$ cat config.mk
export PLATFORM = sky130hd
export DESIGN_NAME = adder_share_arbiter
export DESIGN_NICKNAME = d
export VERILOG_FILES = /design/src/rtl/adder_share_arbiter.sv
export SDC_FILE = /design/constraint.sdc
export NUM_CORES = 1
export LEC_CHECK = 0
export ABC_CLOCK_PERIOD_IN_PS = 2700
export BUFFER_PORTS_ARGS = -buffer_cell sky130_fd_sc_hd__buf_2
export CAP_MARGIN = 20
export CORE_MARGIN = 2
export CORE_UTILIZATION = 49
export CTS_CLUSTER_SIZE = 12
export DETAILED_ROUTE_END_ITERATION = 7
export PLACE_DENSITY = 0.78
export SYNTH_ARGS = -nofsm -noshare
export SYNTH_HDL_FRONTEND = slang
export SYNTH_SLANG_ARGS = --single-unit
$ cat constraint.sdc
create_clock -name clk -period 2.7 [get_ports clk]
set_input_delay 0.135 -clock clk [delete_from_list [all_inputs] [get_ports clk]]
set_output_delay 0.135 -clock clk [all_outputs]
set_load 0.01 [all_outputs]
$ cat src/rtl/adder_share_arbiter.sv
// Round-robin arbiter that time-shares one WIDTH-bit adder among N_REQ
// requesters and returns each (WIDTH+1)-bit sum tagged with its requester id.
module adder_share_arbiter #(
    parameter int N_REQ = 4,
    parameter int WIDTH = 8,
    parameter int IDW   = $clog2(N_REQ)
) (
    input  logic                   clk,
    input  logic                   rst,
    input  logic [N_REQ-1:0]       req_valid,
    output logic [N_REQ-1:0]       req_ready,
    input  logic [N_REQ*WIDTH-1:0] req_a,
    input  logic [N_REQ*WIDTH-1:0] req_b,
    output logic                   res_valid,
    input  logic                   res_ready,
    output logic [WIDTH:0]         res_sum,
    output logic [IDW-1:0]         res_id
);

    typedef enum logic [1:0] {
        S_IDLE = 2'd0,
        S_ADD  = 2'd1,
        S_HOLD = 2'd2
    } state_t;

    localparam int unsigned   NR_U     = N_REQ;
    localparam int unsigned   WIDTH_U  = WIDTH;
    localparam logic [IDW-1:0] LAST_RST = IDW'(N_REQ - 1);

    state_t           r_state;
    state_t           w_next_state;
    logic [IDW-1:0]   r_last;
    logic [IDW-1:0]   r_id;
    logic [WIDTH-1:0] r_op_a;
    logic [WIDTH-1:0] r_op_b;
    logic             r_res_valid;
    logic [WIDTH:0]   r_res_sum;
    logic [IDW-1:0]   r_res_id;

    logic [IDW-1:0]   w_gnt_id;
    logic             w_gnt_found;
    logic             w_accept;
    int unsigned      w_base;

    // Requester index at offset 'off' past 'base', wrapping at N_REQ.
    function automatic logic [IDW-1:0] rr_index(input logic [IDW-1:0] base,
                                                 input int unsigned off);
        int unsigned s;
        s = 32'(base) + off;
        if (s >= NR_U) begin
            s = s - NR_U;
        end
        return IDW'(s);
    endfunction

    always_comb begin
        w_gnt_found = 1'b0;
        w_gnt_id    = '0;
        for (int unsigned k = 1; k <= NR_U; k++) begin
            if (!w_gnt_found && req_valid[rr_index(r_last, k)]) begin
                w_gnt_found = 1'b1;
                w_gnt_id    = rr_index(r_last, k);
            end
        end
    end

    assign w_accept = (r_state == S_IDLE) && w_gnt_found;
    assign w_base   = 32'(w_gnt_id) * WIDTH_U;

    always_ff @(posedge clk or posedge rst) begin
        if (rst) begin
            r_state <= S_IDLE;
        end else begin
            r_state <= w_next_state;
        end
    end

    always_comb begin
        w_next_state = r_state;
        unique case (r_state)
            S_IDLE:  if (w_accept) w_next_state = S_ADD;
            S_ADD:   w_next_state = S_HOLD;
            S_HOLD:  if (res_ready) w_next_state = S_IDLE;
            default: w_next_state = S_IDLE;
        endcase
    end

    // Grant is masked during reset so nothing looks accepted while rst is high.
    always_comb begin
        req_ready = '0;
        if (!rst && (r_state == S_IDLE) && w_gnt_found) begin
            req_ready[w_gnt_id] = 1'b1;
        end
    end

    always_ff @(posedge clk or posedge rst) begin
        if (rst) begin
            r_last      <= LAST_RST;
            r_id        <= '0;
            r_op_a      <= '0;
            r_op_b      <= '0;
            r_res_valid <= 1'b0;
            r_res_sum   <= '0;
            r_res_id    <= '0;
        end else begin
            unique case (r_state)
                S_IDLE: begin
                    if (w_accept) begin
                        r_op_a <= req_a[w_base +: WIDTH];
                        r_op_b <= req_b[w_base +: WIDTH];
                        r_id   <= w_gnt_id;
                        r_last <= w_gnt_id;
                    end
                end
                S_ADD: begin
                    r_res_sum   <= {1'b0, r_op_a} + {1'b0, r_op_b};
                    r_res_id    <= r_id;
                    r_res_valid <= 1'b1;
                end
                S_HOLD: begin
                    if (res_ready) begin
                        r_res_valid <= 1'b0;
                    end
                end
                default: ;
            endcase
        end
    end

    assign res_valid = r_res_valid;
    assign res_sum   = r_res_sum;
    assign res_id    = r_res_id;

endmodule

### Word-level counts from Yosys, hierarchy flattened

Index checks and enable logic that the tools add are counted.
Widths: inputs -> output; s select.

| storage, ports and cells | value |
|---|---|
| RAM bits | 0 |
| register bits | 34 |
| memories kept | 0 |
| memory bits (read-only) | 0 |
| latch bits | 0 |
| bits of input ports | 71 |
| output and inout port bits | 16 |

| operators by class | value |
|---|---|
| eq/ne operators | 4 |
| bitwise gates (word level) | 0 |
| div/mod/pow operators | 0 |
| shifts and indexed selects | 2 |
| $lt $le $gt $ge | 10 |
| add/subtract/negate cells | 9 |
| muxes and demuxes | 28 |
| multiply operators | 0 |
| reduce and logical (&&, ||, !) cells | 16 |

Operators with widths:

| cell | count |
|---|---|
| $shiftx 32x6->8 | 2 |
| $mux 2 | 10 |
| $lt 2x3->1 const B | 5 |
| $mux 1 | 10 |
| $add 8x8->9 | 1 |
| $ge 3x3->1 const B | 3 |
| $bmux 1 s2 | 4 |
| $sub 2x1->2 const B | 4 |
| $logic_and 1x1->1 | 7 |
| $add 2x2->3 const B | 2 |
| $pmux 2 s3 | 1 |
| $reduce_and 2->1 | 3 |
| $add 2x3->4 const B | 1 |
| $ge 4x3->1 const B | 1 |
| $logic_not 1->1 | 4 |
| $mux 4 | 1 |
| $ne 2x2->1 const B | 2 |
| $add 2x1->3 const B | 1 |
| $demux 1 s2 | 1 |
| $eq 2x1->1 const B | 1 |
| $eq 2x2->1 const B | 1 |
| $ge 2x1->1 const B | 1 |
| $logic_not 2->1 | 1 |
| $pmux 1 s2 | 1 |
| $reduce_bool 2->1 | 1 |

### Logic depth before layout (Yosys ltp)

| depth | value |
|---|---|
| word-level depth | 20 |
| mapped depth | 8 |
| depth with buffers taken out | 8 |

### Worst setup path after synthesis

OpenSTA, ideal clock, no wires.

| path | value |
|---|---|
| path kind | flip-flop to flip-flop |
| start point | register r_last[1] |
| end point | register r_op_b[1] |
| data required time | 2.619 ns |
| path buffers | 2 |
| setup time | 0.081 ns |
| stages on the path, launching flop included | 8 |
| data arrival time | 1.998 ns |
| path slack | 0.620 ns |
| cell sequence | dfstp_2 -> buf_4 -> mux2i_1 -> o22ai_1 -> a21oi_2 -> buf_2 -> mux2_2 -> a31oi_2 |

| on the way | value |
|---|---|
| cells in the longest elaborated chain, start to end | 17 |
| elaborated cells on any way between the ends | 41 |
| those cells by class | add/sub: 8; order compare: 4; shift: 1; mux: 20; reduce/logical: 8 |

RTL lines:

| item | RTL line | RTL |
|---|---|---|
| start, declared | 32 | `logic [IDW-1:0] r_last;` |
| start signal, assigned | 112 | `r_last <= w_gnt_id;` |
| branches (longest 17 deep; another with $add 2x1->3) | n/a |  |
| end signal, assigned | 110 | `r_op_b <= req_b[w_base +: WIDTH];` |
| end, declared | 35 | `logic [WIDTH-1:0] r_op_b;` |

Several ways; the timed one is not identified. The select of a mux whose other input is x is not followed.
A chain may end at the register's enable or synchronous reset.

### Worst setup path after layout

| path | value |
|---|---|
| start point | register r_last[1] |
| end point | output port req_ready[1] |

| on the way | value |
|---|---|
| cells in the longest elaborated chain, start to end | 20 |
| elaborated cells on any way between the ends | 45 |
| those cells by class | add/sub: 8; order compare: 6; mux: 23; reduce/logical: 8 |

RTL lines:

| item | RTL line | RTL |
|---|---|---|
| $add 2x1->3 | 49 | `s = 32'(base) + off;` |
| $ge 3x3->1 or $sub 2x1->2 (tied branches) | 50, 51 |  |
| $mux 2 | 50 | `if (s >= NR_U) begin` |
| $bmux 1 s2 | 60 | `if (!w_gnt_found && req_valid[rr_index(r_last, k)]) begin` |
| $mux 1 (implied by the code) | 60 |  |
| $mux 1 | 60 |  |
| $logic_not 1->1 | 60 |  |
| $logic_and 1x1->1 | 60 |  |
| (+4 left out) | n/a |  |
| $logic_not 1->1 | 60 |  |
| $logic_and 1x1->1 | 60 |  |
| $mux 2 | 60 |  |
| $lt 2x3->1 (implied by the code) or $ge 2x1->1 (tied branches) | 92 | `req_ready[w_gnt_id] = 1'b1;` |
| $logic_and 1x1->1 (implied by the code) | 92 |  |
| $mux 1 (implied by the code) | 92 |  |
| $demux 1 s2 | 92 |  |
| $mux 4 (*) | 91 | `if (!rst && (r_state == S_IDLE) && w_gnt_found) begin` |
| end, declared | 11 | `output logic [N_REQ-1:0] req_ready,` |

Every way passes the cells marked *; elsewhere a longest branch is shown, timed or not. The select of a mux whose other input is x is not followed.

==> impl_metrics.env <==
export IMPL_critical_path_cell_chain="a21oi_1 > o31ai_2 > and3_1 > buf_2"
export IMPL_power_density_nw_per_um2=1160
export IMPL_status="completed"
export IMPL_synth_edf_count=0
export IMPL_regArea_um2=853
export IMPL_fin_ws_ps=511
export IMPL_ys_flop_type="dfrtp_1"
export IMPL_cts_sinks=34
export IMPL_rsz0062_at_grt="no"
export IMPL_synth_common_cells="46 x nand2_1, 32 x dfrtp_1, 22 x nor2_1"
export IMPL_clk_latency_ps=290
export IMPL_drive_above_1_share=0.372
export IMPL_tns_ps=0
export IMPL_multiInputGateArea_um2=1330
export IMPL_yosysMostFrequentCell="nand2_1"
export IMPL_cp_depth=4
export IMPL_syn_area_um2=2280
export IMPL_nFillCells=401
export IMPL_grt_max_degree=35
export IMPL_routed_wl_um=5780
export IMPL_io_pins=87
export IMPL_finalNetCount=424
export IMPL_core_um2=4410
export IMPL_antenna_found_initial=0
export IMPL_cts_hold_buf=0
export IMPL_drc=0
export IMPL_critical_path_arrival_ps=2050
export IMPL_max_clock_path_buffers=2
export IMPL_cts_setup_buffers=0
export IMPL_synth_cell_types=48
export IMPL_ant_nets=0
export IMPL_p_leak_uw=0.00136
export IMPL_async_flop_share=1.00
export IMPL_drv_cap=0
export IMPL_syn_avg_cell_area_um2=8.83
export IMPL_cts_max_level=2
export IMPL_timing_hold_ws_ps=49.7
export IMPL_worst_path_buf_inv=1
export IMPL_period_share=0.811
export IMPL_ctsResizeCount=0
export IMPL_io_buffers=86
export IMPL_yosysTopAreaCell="dfrtp_1"
export IMPL_max_slew_margin=0.480
export IMPL_path_class="register to output port"
export IMPL_grt_pass1_vias=2147
export IMPL_globalplace_congestion=0.890
export IMPL_dp_slack_ps=611
export IMPL_tightestPinTransition_ps=775
export IMPL_clk_transition_reported_paths_ps=70
export IMPL_reg2reg_depth=6
export IMPL_die_width_um=72.2
export IMPL_setup_viol=0
export IMPL_r2r_slack_ps=560
export IMPL_antenna_cells=0
export IMPL_hold_viol=0
export IMPL_die_h_um=72.2
export IMPL_dieArea_um2=5210
export IMPL_ys_ff_latch=34
export IMPL_power_uw=3290
export IMPL_cp_endpoint="req_ready[1]"
export IMPL_first_pass_iters=4
export IMPL_root_buffer="clkbuf_8"
export IMPL_synthCells=258
export IMPL_slew_violations=0
export IMPL_min_period_ps=2190
export IMPL_yosys_warnings=0
export IMPL_ys_top_cells_by_area="dfrtp_1 35%, mux2_2 7.9%, nand2_1 7.6%"
export IMPL_grt_pass1_wl_um=9870
export IMPL_ir_drop_mv=0.457
export IMPL_track_usage=0.244
export IMPL_critPathLaunch="r_last[1]"
export IMPL_drt_iter0_markers=174
export IMPL_crit_path_max_incr_delay_ps=650
export IMPL_fmax_mhz=457
export IMPL_required_ps=2570
export IMPL_holdPathStages=2
export IMPL_dp_hpwl_um=4430
export IMPL_synth_top_area_share=0.351
export IMPL_initial_core_util=0.516
export IMPL_rr_startpoint="r_last[1]"
export IMPL_cp_end_kind="output port"
export IMPL_min_path_type="primary input to register"
export IMPL_clock_skew_ps=7.13
export IMPL_area_growth_syn_to_layout_pct=24.8
export IMPL_regToRegEndpoint="r_op_b[4]"
export IMPL_via_per_inst=5.57
export IMPL_yosysSeqAreaShare=0.375
export IMPL_cts_buffers=5
export IMPL_cts_tree="yes"
export IMPL_vias=2207
export IMPL_num_rows=24
export IMPL_synth_nets=338
export IMPL_setup_worst_path_start_class="register"
export IMPL_cpLargestDelayFamily="compound AO/OA/AOI/OAI gates"
export IMPL_grt_overflow_total=0
export IMPL_wl_per_cell_um=14.6
export IMPL_post_route_util=0.644
export IMPL_crit_slowest_cell="o31ai_2"
export IMPL_crit_fanout=12
[state kept, by name (all words and copies together), names as in the netlist]
signal	flops
r_last	2
r_op_a	8
r_id	2
res_sum	9
res_valid	1
res_id	2
r_state	2
r_op_b	8
[per-layer routing]
layer,share of wire,wire length (um),up-vias,global-route usage
met5,0,0,-,0
met4,0.027,156,0,0.0943
met3,0.072,414,16,0.0514
met2,0.47,2700,86,0.393
met1,0.43,2510,1009,0.323
li1,-,-,1096,-
[worst min-delay path by stage]
| stage | start | endpoint | slack, ps |
|---|---|---|---|
| 6_report | res_ready | r_state[1] | 50 |
| 5_1_grt | res_ready | r_state[1] | 80 |
| 4_1_cts | res_ready | r_state[1] | 50 |
| 3_5_place_dp | res_ready | r_state[1] | 360 |
| 3_3_place_gp | res_ready | r_state[1] | 350 |
| 2_1_floorplan | res_ready | r_state[1] | 240 |
[final cells by class]
cell class,count,area share
sequential,34,0.300
tap,52,0.0229
multi-input combinational,199,0.467
inverter,12,0.0158
timing repair buffer,92,0.166
clock buffer,5,0.0242
clock inverter,2,0.00352
[stage by stage]
stage	cells	instance area, um^2
6_report	396	2840
5_1_grt	396	2840
4_1_cts	395	2840
3_5_place_dp	388	2760
3_3_place_gp	388	2760
2_1_floorplan	258	2280
[cells in the final DEF (no fill, tap or decap), types with 2 or more instances in the layout]
master    count
nand2b_1      4
ha_1          8
xor2_1        2
o21ai_0      12
buf_4         5
o31ai_1       4
a22oi_1      16
a21oi_1      11
nor3b_1       2
nor2b_1       3
a31oi_2       3
nand2_1      46
nor3_1        4
dfstp_2       2
o21a_1        2
buf_2        87
inv_1        12
clkinv_2      2
dfrtp_1      32
nor2_1       22
mux2_2       16
clkbuf_8      5
a31oi_1      13
mux2_1        2
o211ai_1      2
and3_1        5
[power breakdown]
group	total, uW	internal, uW	switching, uW
Combinational	1930	861	1070
Clock	356	173	183
Sequential	1000	793	207
[kinds of logic (layout without fill, tap and decap cells)]
| group | after synthesis | in the layout | share of synthesized area |
|---|---|---|---|
| mux | 19 | 19 | 0.0934 |
| compound gates | 75 | 75 | 0.239 |
| buf+inv | 25 | 111 | 0.0478 |
| fa+ha+maj | 9 | 9 | 0.0527 |
| xor+xnor | 2 | 2 | 0.00769 |
| flops | 34 | 34 | 0.375 |
| simple gates | 94 | 94 | 0.185 |
Power figures use the tool's default switching activity.
